**config.mk**
```make
export PLATFORM = sky130hd
export DESIGN_NAME = uart_tx_serializer
export DESIGN_NICKNAME = d
export VERILOG_FILES = /design/src/rtl/uart_tx_serializer.sv
export SDC_FILE = /design/constraint.sdc
export NUM_CORES = 1
export LEC_CHECK = 0
export BUFFER_PORTS_ARGS = -buffer_cell sky130_fd_sc_hd__buf_2
export CAP_MARGIN = 20
export CELL_PAD_IN_SITES_DETAIL_PLACEMENT = 0
export CELL_PAD_IN_SITES_GLOBAL_PLACEMENT = 1
export CORE_ASPECT_RATIO = 1.5
export CORE_MARGIN = 3
export CORE_UTILIZATION = 42
export DETAILED_ROUTE_END_ITERATION = 8
export PLACE_DENSITY_LB_ADDON = 0.1
export SYNTH_ARGS = -nofsm -noshare
export SYNTH_HDL_FRONTEND = slang
export SYNTH_SLANG_ARGS = --single-unit
```
**constraint.sdc**
```tcl
create_clock -name CLK -period 3 [get_ports CLK]
set_clock_uncertainty 0.1 [all_clocks]
set_input_delay 0.6 -clock CLK [delete_from_list [all_inputs] [get_ports CLK]]
set_output_delay 0.6 -clock CLK [all_outputs]
set_load 0.005 [all_outputs]
```
**src/rtl/uart_tx_serializer.sv**
```systemverilog
// ============================================================================
// uart_tx_serializer
//
// UART transmit stage fed by the 16x (or 8x) oversample clock from the baud
// rate generator.  One byte is held in the transmit holding register (THR)
// and serialized from the transmit shift register (TSR) onto TXD as:
//   start bit, 5..8 data bits LSB first, optional parity, 1/1.5/2 stop bits.
// BAUDOUT_CLK is only ever sampled in the CLK domain; its rising edges become
// a one-cycle tick enable.
//
// Optional feature macro: UART_TX_BREAK_EN
//   defined   -> BREAK=1 forces TXD low (one cycle after it is sampled) while
//                the frame engine keeps running underneath.
//   undefined -> BREAK is accepted but has no effect.
//
// Ports:
//   CLK          system clock (same clock as the baud rate generator)
//   RST_N        synchronous active-low reset
//   BAUDOUT_CLK  oversample clock from the baud generator, edge-detected here
//   TX_DATA      byte to transmit
//   TX_VALID     TX_DATA valid; accepted when TX_READY is also high
//   TX_READY     THR empty
//   WLS          word length select: 0..3 -> 5..8 data bits
//   STB          0 = 1 stop bit, 1 = 2 stop bits (1.5 when WLS = 0)
//   PEN          parity enable
//   EPS          1 = even parity, 0 = odd parity
//   BREAK        force line break (only with UART_TX_BREAK_EN)
//   TXD          serial output, idles high
//   THRE         THR empty (same as TX_READY)
//   TEMT         THR empty and the shifter idle
// ============================================================================
module uart_tx_serializer #(
    parameter int OVERSAMPLE = 16,
    parameter int DATA_W     = 8
) (
    input  logic              CLK,
    input  logic              RST_N,
    input  logic              BAUDOUT_CLK,
    input  logic [DATA_W-1:0] TX_DATA,
    input  logic              TX_VALID,
    output logic              TX_READY,
    input  logic [1:0]        WLS,
    input  logic              STB,
    input  logic              PEN,
    input  logic              EPS,
    input  logic              BREAK,
    output logic              TXD,
    output logic              THRE,
    output logic              TEMT
);

    // Tick counter must reach 2*OVERSAMPLE-1 for the two-stop-bit case.
    localparam int TCW = $clog2(2 * OVERSAMPLE);

    typedef enum logic [2:0] {
        IDLE,
        START,
        DATA,
        PARITY,
        STOP
    } state_t;

    state_t            state;
    logic              baud_q;
    logic              tick;
    logic [DATA_W-1:0] thr;
    logic              thr_full;
    logic [DATA_W-1:0] tsr;
    logic [TCW-1:0]    tick_cnt;
    logic [2:0]        bit_cnt;
    logic [1:0]        wls_q;
    logic              stb_q;
    logic              pen_q;
    logic              parity_q;
    logic              txd_q;

    logic [DATA_W-1:0] wls_mask;
    logic              data_parity;
    logic [TCW-1:0]    stop_last;
    logic [TCW-1:0]    bit_last;
    logic              bit_end;
    logic              load_frame;

    assign tick = BAUDOUT_CLK & ~baud_q;

    // Parity covers only the data bits that will actually be sent, so the
    // unused upper THR bits are masked off using the word length in force
    // when the frame is loaded.
    always_comb begin
        wls_mask = '0;
        for (int i = 0; i < DATA_W; i++) begin
            wls_mask[i] = (i < (5 + int'(WLS)));
        end
        data_parity = ^(thr & wls_mask);
    end

    // Last tick index of the current bit; the stop phase alone may be
    // longer than one bit (1.5 or 2 bit times).
    always_comb begin
        if (!stb_q) begin
            stop_last = TCW'(OVERSAMPLE - 1);
        end else if (wls_q == 2'd0) begin
            stop_last = TCW'((OVERSAMPLE * 3) / 2 - 1);
        end else begin
            stop_last = TCW'(2 * OVERSAMPLE - 1);
        end
        bit_last   = (state == STOP) ? stop_last : TCW'(OVERSAMPLE - 1);
        bit_end    = tick && (tick_cnt == bit_last);
        // A new frame starts from IDLE straight away, or at the end of the
        // stop phase so back-to-back frames have no idle gap.
        load_frame = thr_full && ((state == IDLE) || ((state == STOP) && bit_end));
    end

    // Frame engine: THR handshake, THR->TSR transfer, bit timing and the
    // registered serial output all live here.  The tick that coincides with
    // a frame load is deliberately not counted toward the start bit.
    always_ff @(posedge CLK) begin
        if (!RST_N) begin
            state    <= IDLE;
            baud_q   <= 1'b0;
            thr      <= '0;
            thr_full <= 1'b0;
            tsr      <= '0;
            tick_cnt <= '0;
            bit_cnt  <= '0;
            wls_q    <= '0;
            stb_q    <= 1'b0;
            pen_q    <= 1'b0;
            parity_q <= 1'b0;
            txd_q    <= 1'b1;
        end else begin
            baud_q <= BAUDOUT_CLK;

            if (TX_VALID && !thr_full) begin
                thr      <= TX_DATA;
                thr_full <= 1'b1;
            end

            if (load_frame) begin
                tsr      <= thr;
                thr_full <= 1'b0;
                wls_q    <= WLS;
                stb_q    <= STB;
                pen_q    <= PEN;
                parity_q <= EPS ? data_parity : ~data_parity;
                tick_cnt <= '0;
                bit_cnt  <= '0;
                state    <= START;
                txd_q    <= 1'b0;
            end else begin
                if (state == IDLE || bit_end) begin
                    tick_cnt <= '0;
                end else if (tick) begin
                    tick_cnt <= tick_cnt + TCW'(1);
                end

                case (state)
                    IDLE: begin
                        txd_q <= 1'b1;
                    end
                    START: begin
                        if (bit_end) begin
                            state   <= DATA;
                            bit_cnt <= '0;
                            txd_q   <= tsr[0];
                        end
                    end
                    DATA: begin
                        if (bit_end) begin
                            tsr <= tsr >> 1;
                            if (bit_cnt == ({1'b0, wls_q} + 3'd4)) begin
                                if (pen_q) begin
                                    state <= PARITY;
                                    txd_q <= parity_q;
                                end else begin
                                    state <= STOP;
                                    txd_q <= 1'b1;
                                end
                            end else begin
                                bit_cnt <= bit_cnt + 3'd1;
                                txd_q   <= tsr[1];
                            end
                        end
                    end
                    PARITY: begin
                        if (bit_end) begin
                            state <= STOP;
                            txd_q <= 1'b1;
                        end
                    end
                    STOP: begin
                        if (bit_end) begin
                            state <= IDLE;
                            txd_q <= 1'b1;
                        end
                    end
                    default: begin
                        state <= IDLE;
                        txd_q <= 1'b1;
                    end
                endcase
            end
        end
    end

    assign TX_READY = ~thr_full;
    assign THRE     = ~thr_full;
    assign TEMT     = (state == IDLE) && !thr_full;

`ifdef UART_TX_BREAK_EN
    logic break_q;

    // Break overrides the line one cycle after BREAK is sampled; the frame
    // engine is not paused, so whatever it was sending is lost.
    always_ff @(posedge CLK) begin
        if (!RST_N) begin
            break_q <= 1'b0;
        end else begin
            break_q <= BREAK;
        end
    end

    assign TXD = txd_q & ~break_q;
`else
    logic unused_break;

    assign unused_break = BREAK;
    assign TXD          = txd_q;
`endif

endmodule

```
; Word-level counts from Yosys, hierarchy flattened
; Index checks and enable logic that the tools add are counted.
[word_totals]
ff_bits = 35
output_inout_bits = 4
word_cells = 98
[op_classes]
addsub = 4
n_lt_le_gt_ge = 8
eq_ne = 19
muxes = 25
bitwise_logic = 7
reduce_logical = 22
[op_table]
columns = operator, count
row1 = $lt A4 B32 Y1 const A, 3
row2 = $lt A3 B32 Y1 const A, 2
row3 = $lt A1 B32 Y1 const A, 1
row4 = $lt A2 B32 Y1 const A, 1
row5 = $mux W3, 8
row6 = $mux W8, 3
row7 = $ne A3 B3 Y1 const B, 5
row8 = $pmux W3 S5, 1
row9 = $ne A2 B2 Y1 const B, 7
row10 = $reduce_and A6 Y1, 2
row11 = $mux W5, 2
row12 = $and A8 B8 Y8, 1
row13 = $mux W1, 8
row14 = $reduce_xor A8 Y1, 1
row15 = $eq A3 B2 Y1 const B, 2
row16 = $pmux W3 S2, 1
row17 = $reduce_bool A2 Y1, 3
row18 = $add A5 B1 Y5 const B, 1
row19 = $eq A5 B5 Y1, 1
row20 = $logic_and A1 B1 Y1, 5
row21 = $not A1 Y1, 5
row22 = $add A3 B2 Y4 const A, 1
row23 = $lt A3 B4 Y1 const A, 1
row24 = $mux W4, 1
row25 = 17 further kinds, 19

; Logic depth before layout (Yosys ltp)
; Gate-level depths: netlist of the first run.
[logic_depth]
word_depth = 11
mapped_depth = 8
depth_no_buf = 7

; Worst setup path before layout of the first run
; No wires, ideal clock.
[synth_path]
path_type = input port to flip-flop
from = input BAUDOUT_CLK
to = register bit_cnt[2]
setup_time_ps = 70
arrival_time_ps = 2117
required_ps = 2830
slack_ps = 712
stages = 6
n_path_buf = 0
path_cell_list = and4b_1 > nand4bb_1 > a21o_1 > or3_4 > or4_1 > a21oi_1
[synth_between]
elab_chain_cells = 6
[synth_rtl]
columns = item, line_no
row1 = "start, declared", 38  ; input logic BAUDOUT_CLK,
row2 = $and A1 B1 Y1 (*), 84  ; assign tick = BAUDOUT_CLK & ~baud_q;
row3 = $logic_and A1 B1 Y1 (*), 108  ; bit_end = tick && (tick_cnt == bit_last);
row4 = $logic_and A1 B1 Y1, 111  ; load_frame = thr_full && ((state == IDLE) || ((state == STOP) && bit_end));
row5 = $logic_or A1 B1 Y1, 111
row6 = $logic_and A1 B1 Y1, 111
row7 = $reduce_or A2 Y1 (no source line), n/a
row8 = "end signal, assigned", 180  ; bit_cnt <= bit_cnt + 3'd1;
row9 = "end, declared", 70  ; logic [2:0] bit_cnt;
; Every way passes the cells marked *; elsewhere a longest branch is shown, timed or not.
; A chain may end at the register's enable or synchronous reset.

; Worst setup path after layout of the first run
[layout_path]
from = register state[2]
to = register bit_cnt[2]
[layout_between]
elab_chain_cells = 8
[layout_rtl]
columns = item, line_no
row1 = "start, declared", 63  ; state_t state;
row2 = "start signal, assigned", 119  ; state <= IDLE;
row3 = "start signal, assigned", 148  ; state <= START;
row4 = "start signal, assigned", 163  ; state <= DATA;
row5 = $eq A3 B3 Y1, "107, 111"
row6 = $mux W5, 107  ; bit_last = (state == STOP) ? stop_last : TCW'(OVERSAMPLE - 1);
row7 = $eq A5 B5 Y1, 108
row8 = $logic_and A1 B1 Y1, 108
row9 = $logic_and A1 B1 Y1, 111
row10 = $logic_or A1 B1 Y1, 111
row11 = $logic_and A1 B1 Y1, 111
row12 = $reduce_or A2 Y1 (no source line), n/a
; Several ways; a longest one is shown, not always the timed one.

==> results.md, run 1 <==
- On the worst path, the slowest cell contributes a delay of ~560 ps.
- At the pin with the least slew margin, the transition time is roughly 550 ps.
- The starting density of the core is roughly 45%.
- The number of hold violations in the final report was 0.
- STA puts the critical path data required time at ~3100 ps.
- The post-route fraction of the period consumed by the critical path is between 80 and 90%.
- The row count is 27.
- Along the worst path, the maximum fanout reaches 12.
- STA puts the critical path data arrival time at 2660 ps.
- Setup repair after global routing left no endpoint under its margin.
- After clock tree synthesis, the clock-pin slew on the worst setup and hold paths is roughly 70 ps.
- The worst setup path is launched from a flop.
- In the final routed layout, each cell accounts on average for 13.24 µm.
- The weighted congestion reported at the end of routability-driven placement is a little over 0.9.
- TritonCTS built the clock tree.
- Entering global routing, the biggest net connects 20 pins.
- Dividing total power by cell area gives a power density of slightly above 500 nW/µm².
- The first detailed-routing pass took 4 iterations.
- Max-cap violations in this run came to 0.
- Setup violations remaining at the end of the flow were counted as 0.
- The run finished with clean final reports.
- IR analysis of the VDD net gives a maximum drop of 0.3398 mV.
- The detailed router placed approximately 1,400 vias in this run.
- The total instance count after detailed placement is 260.
- 0 antenna diodes ended up in the layout.
- The largest individual stage delay along the critical path comes from the cell sky130_fd_sc_hd__dfxtp_1.
- The clock reaches the later pin of the worst-skew pair after 290 ps.
- The critical path is of the reg -> reg type.
- The cell sitting at the root of the clock tree is a sky130_fd_sc_hd__clkbuf_8.
- The cell seen most often among critical-path stages is sky130_fd_sc_hd__nand4bb_1.
- The first-pass GRT wire length is between 6 and 7 mm.
- In the final timing run, aggregate negative setup slack is 0 ps.
- The total leakage power is 0.7087 nW.
- The die is about 58 µm wide.
- The number of slew-limit violations in the final report is 0.
- The number of DRC markers in iteration 0 is 25.
- The number of nets in the synthesized netlist is approximately 220.
- The number of buffers and inverters on the critical path is 0.
- The number of warnings issued by yosys is 0.
- Walking the worst path, the cells encountered are nand4bb_1 -> nand4bb_1 -> a21o_1 -> or3_4 -> or4_1 -> a21oi_1.
- The average instance in the mapped netlist occupies ~8.3 µm².
- The hold buffer count at cts is 0.
- The HPWL after detailed placement is approximately 2.7 mm.
- The number of antenna violations at the first check in global routing is 0.
- In this run the deepest clock path goes through 2 buffers.
- The type of the most critical hold path is reg -> reg.
- The register bit total from synthesis is 35.
- After clock tree synthesis, the repair step resized 0 gates.
- The worst path in the final design needs a cycle of approximately 2500 ps, including I/O delays and setup.
- The clock drives 35 sinks.
- The count of boundary I/O pins is 22.
- The number of cells produced by synthesis is 203.
- The number of non-filler instances in the completed layout is 268.
- The critical path capture point type is a flop.
- The area of the mapped netlist is 1690 µm².
- Buffers added to address setup during post-CTS repair amount to 0.
- The total wire length after detailed routing is about 3.5 mm.
- The DRC violation count after routing is 0.
- Compared with the post-synthesis result, the final layout area differs by 13.47%.
- The proportion of synthesized chip area in sequential cells is 41.45%.
- The full die area is a little under 5000 µm².
- The tightest hold path in the finished design has a slack of ~380 ps.
- The level count of the clock H-tree is 2.
- Summed over all layers, the global routing overflow is 0.
- The placeable core area is ~3800 µm².
- The quantity of I/O buffers inserted on ports is 20.
- Counting the buffers created by CTS gives 5.
- In the routed layout, each cell is associated on average with a via count of 5.384.
- On the critical path the largest part of the delay comes from simple AND/OR/NAND/NOR gates.
- The number of global-route vias before repair is between 1,000 and 1,500.
- Cells with a size suffix above 1 make up approximately 15% of the layout.
- The worst pin sits at a relative slew slack of between 60% and 70%.
- Global routing used between 10% and 20% of the available tracks across all layers.
- In the final design database the tool counted ~240 nets.
- Static timing analysis puts the maximum clock frequency at between 0.3 and 0.4 GHz.
- The height of the die is ~84 µm.
- The number of distinct standard cells referenced by the synthesized netlist is 36.
- The detail route stage leaves a number of antenna-violating nets equal to 0.
[worst paths after layout]
check / end / slack (ps) / startpoint / depth (start not counted)
worst max register to register: bit_cnt[2] / 460 / state[2] / 6
worst min register to register: tsr[7] / 380 / thr[7] / 2
worst min-delay path: tsr[7] / 380 / thr[7] / 2
worst max-delay path: bit_cnt[2] / 460 / state[2] / 6
[report_power, final]
part / internal, W / switching (W) / total (W)
Combinational: 0.0000629 / 0.0000673 / 0.000130
Sequential: 0.000490 / 0.0000198 / 0.000510
Clock: 0.000161 / 0.000181 / 0.000342
Total: 0.000714 / 0.000268 / 0.000982
[registers in the layout, summed over array words and instances, names as in the netlist, 2 cells and up]
signal    count
tick_cnt      5
bit_cnt       3
state         3
tsr           8
thr           8
wls_q         2
[cells by family (layout without fill, tap and decap cells)]
family,after synthesis,in the layout,share of synthesized area (%)
AOI/OAI and AO/OA,45,45,15.17
xor gates and xnor gates,16,16,8.290
adders and majority gates,2,2,1.480
buffers and inverters,16,38,3.775
DFF,35,35,41.45
muxes,15,15,8.882
and+or+nand+nor,74,74,20.95
[cell usage in the layout (no fill, tap or decap), types with 3 or more instances in the layout]
cell type and instances:
sky130_fd_sc_hd__xor2_1 4, sky130_fd_sc_hd__a21oi_1 21, sky130_fd_sc_hd__mux2i_1 15, sky130_fd_sc_hd__a21o_1 4
sky130_fd_sc_hd__o21ai_1 9, sky130_fd_sc_hd__o21ai_0 3, sky130_fd_sc_hd__buf_4 3, sky130_fd_sc_hd__inv_1 6
sky130_fd_sc_hd__nor2_1 26, sky130_fd_sc_hd__buf_2 20, sky130_fd_sc_hd__nor2b_1 3, sky130_fd_sc_hd__dfxtp_1 35
sky130_fd_sc_hd__nand3_1 4, sky130_fd_sc_hd__clkbuf_8 5, sky130_fd_sc_hd__xnor2_1 12, sky130_fd_sc_hd__nand2_1 26
[cells in the mapped netlist]
| cell type | n | share of area [%] |
|---|---|---|
| sky130_fd_sc_hd__clkbuf_1 | 8 | 1.8 |
| sky130_fd_sc_hd__nor2_2 | 1 | 0.37 |
| sky130_fd_sc_hd__a21o_1 | 4 | 1.8 |
| sky130_fd_sc_hd__or3_4 | 1 | 0.67 |
| sky130_fd_sc_hd__nand3b_1 | 2 | 0.89 |
| sky130_fd_sc_hd__ha_1 | 2 | 1.5 |
| sky130_fd_sc_hd__inv_2 | 1 | 0.22 |
| sky130_fd_sc_hd__xor2_1 | 4 | 2.1 |
| sky130_fd_sc_hd__or3_1 | 2 | 0.74 |
| sky130_fd_sc_hd__nor2_1 | 26 | 5.8 |
| sky130_fd_sc_hd__nor3b_1 | 1 | 0.44 |
| sky130_fd_sc_hd__mux2i_1 | 15 | 8.9 |
| sky130_fd_sc_hd__a32oi_1 | 1 | 0.52 |
| sky130_fd_sc_hd__o311ai_1 | 1 | 0.52 |
| sky130_fd_sc_hd__a31oi_1 | 2 | 0.74 |
| sky130_fd_sc_hd__dfxtp_1 | 35 | 41 |
| sky130_fd_sc_hd__nand3_1 | 4 | 1.2 |
| sky130_fd_sc_hd__nand4_1 | 1 | 0.37 |
| sky130_fd_sc_hd__nor2b_1 | 3 | 1.1 |
| sky130_fd_sc_hd__nand2_1 | 26 | 5.8 |
| sky130_fd_sc_hd__o21a_1 | 1 | 0.44 |
| sky130_fd_sc_hd__and3_1 | 1 | 0.37 |
| sky130_fd_sc_hd__a21oi_1 | 21 | 6.2 |
| sky130_fd_sc_hd__and4_1 | 1 | 0.52 |
| sky130_fd_sc_hd__nand4bb_1 | 2 | 1.3 |
| sky130_fd_sc_hd__and2_1 | 1 | 0.37 |
| sky130_fd_sc_hd__a211o_1 | 1 | 0.52 |
| sky130_fd_sc_hd__o211ai_1 | 1 | 0.44 |
| sky130_fd_sc_hd__and4b_1 | 1 | 0.59 |
| sky130_fd_sc_hd__xnor2_1 | 12 | 6.2 |
| sky130_fd_sc_hd__o21ai_0 | 3 | 0.89 |
| sky130_fd_sc_hd__inv_1 | 6 | 1.3 |
| sky130_fd_sc_hd__o21ai_1 | 9 | 2.7 |
| sky130_fd_sc_hd__buf_4 | 1 | 0.44 |
| sky130_fd_sc_hd__o31ai_1 | 1 | 0.44 |
| sky130_fd_sc_hd__or4_1 | 1 | 0.44 |
[layer usage]
metal,up-vias,global-route usage [%],share of wire [%]
li1,740,-,-
met1,655,17.68,40
met2,36,28.60,53
met3,12,4.644,4.1
met4,0,8.439,2.9
met5,-,0,0
[worst register-to-register path, stage by stage, from the launching register on]
cell and delay [ps]:
sky130_fd_sc_hd__dfxtp_1 560, sky130_fd_sc_hd__nand4bb_1 240, sky130_fd_sc_hd__nand4bb_1 310, sky130_fd_sc_hd__a21o_1 290, sky130_fd_sc_hd__or3_4 420, sky130_fd_sc_hd__or4_1 400, sky130_fd_sc_hd__a21oi_1 150
[through the flow]
stage	worst slack, ps	total power, W	utilization [%]	cell area, µm²
6_report	463.8	0.0009819	50.69	1918
5_1_grt	302.1	0.001032	50.69	1918
4_1_cts	472.1	0.0009934	50.69	1918
3_5_place_dp	437.5	0.0006531	48.35	1829
3_3_place_gp	500.3	0.0006493	48.35	1829
2_1_floorplan	712.3	0.0006114	-	1690
[cell type report]
class                      instances  area (µm²)
sequential                        35       700.7
inverter                           7       26.28
timing repair buffer              23       122.6
clock inverter                     3       20.02
multi-input combinational        152       925.9
clock buffer                       5       68.82
tap                               43       53.80
fill                             382        1866
Power figures use the tool's default switching activity.
==> inputs of run 2 (changes only) <==
- clock period: 3 -> 2.6 ns (I/O delays scaled with it)
==> run 2 against run 1 <==
Net effect:
- core utilization rose by 0.69 points
- combinational power rose by 15%
- sequential power rose by 15%
- design area rose by 1.4%
- power rose by 14%
- flip-flop and latch count did not move
- die area did not move
- non-clock buffer count rose by 4
- critical endpoint unchanged
==> results.md, run 2 (same netlist as run 1, synthesis figures left out) <==
- The peak clock frequency supported by timing came to 0.4338 GHz (+10%).
- The clock-pin slew on the worst setup and hold paths is 70 ps (about the same).
- The power spent charging and discharging nets came to 0.0002977 W (+11%).
- The data arrival time of the critical path came to 2430 ps (-230 ps).
- The average routed wire per standard cell is 13.15 µm (-0.67%).
- The length in cells of the worst reg-to-reg path is 7 (+1).
- The combinational fraction of design power was 13.4% (about the same).
- TritonCTS built the clock tree.
- The chip width is 57.80 µm (unchanged).
- The level count of the clock H-tree is 2 (unchanged).
- The average vias per placed instance is 5.301 (-1.5%).
- The number of antenna violations at the first check in global routing is 0 (unchanged).
- The number of global-route vias before repair is 1,407 (+0.50%).
- The part of the total power dissipated in the clock network is 34.2% (-0.6 points).
- The switching share of power is 26.52% (-0.77 points).
- The clock sink count was 35 (unchanged).
- The critical path depth came to 7 (+1).
- The number of cells upsized or downsized after cts is 0 (unchanged).
- The final critical delay including setup and external delays is 2305 ps (-231.1 ps).
- The hold buffer count at cts is 0 (unchanged).
- The maximum cell stage delay along the critical path is 400 ps (-160 ps).
- The layout overhead on the synthesized area is 15.03%.
- The combined global-route utilization of all metal layers came to 17.07% (+0.53 points).
- The tightest min-delay check is of the in -> reg type.
- The flow ran to the end, and the final reports show no timing, DRC or antenna violations.
- The slowest library cell on the worst path is sky130_fd_sc_hd__or3_4.
- The number of endpoints failing setup at the final stage was 0 (unchanged).
- The proportion of layout cells with a drive suffix above 1 is 16.16% (+1.0 points).
- The total number of nets in the final design is 248 (+1.6%).
- The largest net degree at the start of global routing is 20 (unchanged).
- The buffers plus inverters on the worst setup path is 0 (unchanged).
- The height of the die was 83.70 µm (unchanged).
- The areal power density over the cells is 577.3 nW/µm² (+13%).
- The required time reported for the critical path endpoint is 2720 ps (-400 ps).
- The critical path goes through ha_1 -> and4b_1 -> nand4bb_1 -> a21o_1 -> or3_4 -> or4_1 -> a21oi_1.
- STA classifies the critical path endpoint as a flop.
- The count of nets left with antenna violations after detail routing came to 0 (unchanged).
- The number of slew-limit violations in the final report was 0 (unchanged).
- The weighted congestion reported at the end of routability-driven placement is 0.8800 (-4.3%).
- The iteration count of the initial detailed-routing pass came to 4 (unchanged).
- The total leakage power was 0.7303 nW (+3.0%).
- The most frequent standard cell in the layout excluding fill and tap cells is sky130_fd_sc_hd__dfxtp_1.
- The total clock buffers created by CTS is 5 (unchanged).
- The utilization after layout is 51.39% (+0.69 points).
- The largest voltage drop on the vdd net was 0.4670 mV (+37%).
- The number of maximum-capacitance violations is 0 (unchanged).
- The detailed placer's ending HPWL came to 2.734 mm (+1.2%).
- The worst-margin pin slew is 532.0 ps (-19.61 ps).
- The number of post-CTS setup repair buffers is 0 (unchanged).
- The global route total overflow is 0 (unchanged).
- The count of boundary I/O pins came to 22 (unchanged).
- The number of DRC markers in iteration 0 was 41 (+64%).
- The total wire length after detailed routing came to 3.576 mm (+0.82%).
- The quantity of I/O buffers inserted on ports is 20 (unchanged).
- The number of diodes added for antenna fixing came to 0 (unchanged).
- The starting density of the core is 44.68% (unchanged).
- The full die area is 4838 µm² (unchanged).
- Setup repair after global routing left no endpoint under its margin.
- The worst-case headroom to the max-slew limit is 64.53% (+1.3 points).
- The post-route fraction of the period consumed by the critical path is 88.66% (+4.1 points).
- The family with the most delay on the worst path is simple AND/OR/NAND/NOR gates.
- The placeable core area is 3784 µm² (unchanged).
- The final setup TNS is 0 ps (unchanged).
- The number of hold violations in the final report is 0 (unchanged).
- The buffer depth of the longest clock path is 2 (unchanged).
- The row count is 27 (unchanged).
- The tree is rooted in a sky130_fd_sc_hd__clkbuf_8.
- The clock latency at the later pin of the worst-skew pair came to 290 ps (about the same).
- STA classifies the critical path startpoint as a flop.
- The internal power contribution is 0.0008249 W (+16%).
- The DRC violation count after routing was 0 (unchanged).
- The via count was 1,442 (-0.069%).
- The first-pass GRT wire length was 6.375 mm (+2.0%).
- The share of power burned in registers is 52.4% (+0.5 points).
- The hold path depth came to 3 (+1).
- In the final layout, the registers with the most flip-flops are thr x8, tsr x8, tick_cnt x5.
- The kind of critical path is reg -> reg.
- In the layout the commonest cells are sky130_fd_sc_hd__dfxtp_1, sky130_fd_sc_hd__nor2_1, sky130_fd_sc_hd__nand2_1.
- The largest fanout of any net on the critical path is 6 (-6).
run 2: cell types whose count changed in the layout (fill, tap and decap cells not counted), sizes merged:
cell	delta
buf	+4
clkbuf	+1
clkinvlp	-1
run 2: metal layers:
metal,global-route usage [%],share of wire (%)
met1,18.93,42
met2,29.22,53
met5,0,0
met4,6.751,1.5
met3,5.573,3.0
run 2: cell type report:
class | instances | area, µm²
Fill cell | 368 | 1839
Multi-Input combinational cell | 152 | 925.9
Sequential cell | 35 | 700.7
Timing Repair Buffer | 27 | 152.6
Clock buffer | 6 | 72.57
Tap cell | 43 | 53.80
Inverter | 7 | 26.28
Clock inverter | 2 | 12.51
run 2: power groups by stage:
stage / combinational, W / clock (W) / sequential (W)
after floorplan: 0.000112 / 0 / 0.000594
after global placement: 0.000149 / 0 / 0.000599
final: 0.000150 / 0.000384 / 0.000588
after CTS: 0.000153 / 0.000398 / 0.000588
after detailed placement: 0.000152 / 0 / 0.000601
after global routing: 0.000175 / 0.000424 / 0.000592
run 2: through the flow:
stage | power (W) | cell area, µm² | hold WS, ps | setup WS (ps) | std cells
finish | 0.001123 | 1944 | 352.1 | 294.9 | 272
global route | 0.001190 | 1944 | 361.1 | 179.7 | 272
CTS | 0.001139 | 1944 | 350.1 | 283.1 | 272
detailed placement | 0.0007530 | 1859 | 361.3 | 190.5 | 264
global placement | 0.0007484 | 1859 | 350.1 | 249.0 | 264
floorplan | 0.0007055 | 1690 | 331.9 | 392.3 | 203
run 2: path summary, 6_finish.rpt:
| kind | from | slack (ps) | to |
|---|---|---|---|
| worst max-delay path | tick_cnt[0] | 290 | bit_cnt[2] |
| worst min-delay path | TX_VALID | 350 | thr_full |
| worst max register to register | tick_cnt[0] | 290 | bit_cnt[2] |
| worst min register to register | parity_q | 370 | parity_q |
run 2: worst register-to-register path, delay by kind of cell (launching register included):
family | cells | cell delay (ps)
AO/OA/AOI/OAI | 2 | 380
adder cells (fa/ha/maj) | 1 | 170
flip-flops | 1 | 370
AND/OR/NAND/NOR | 4 | 1210
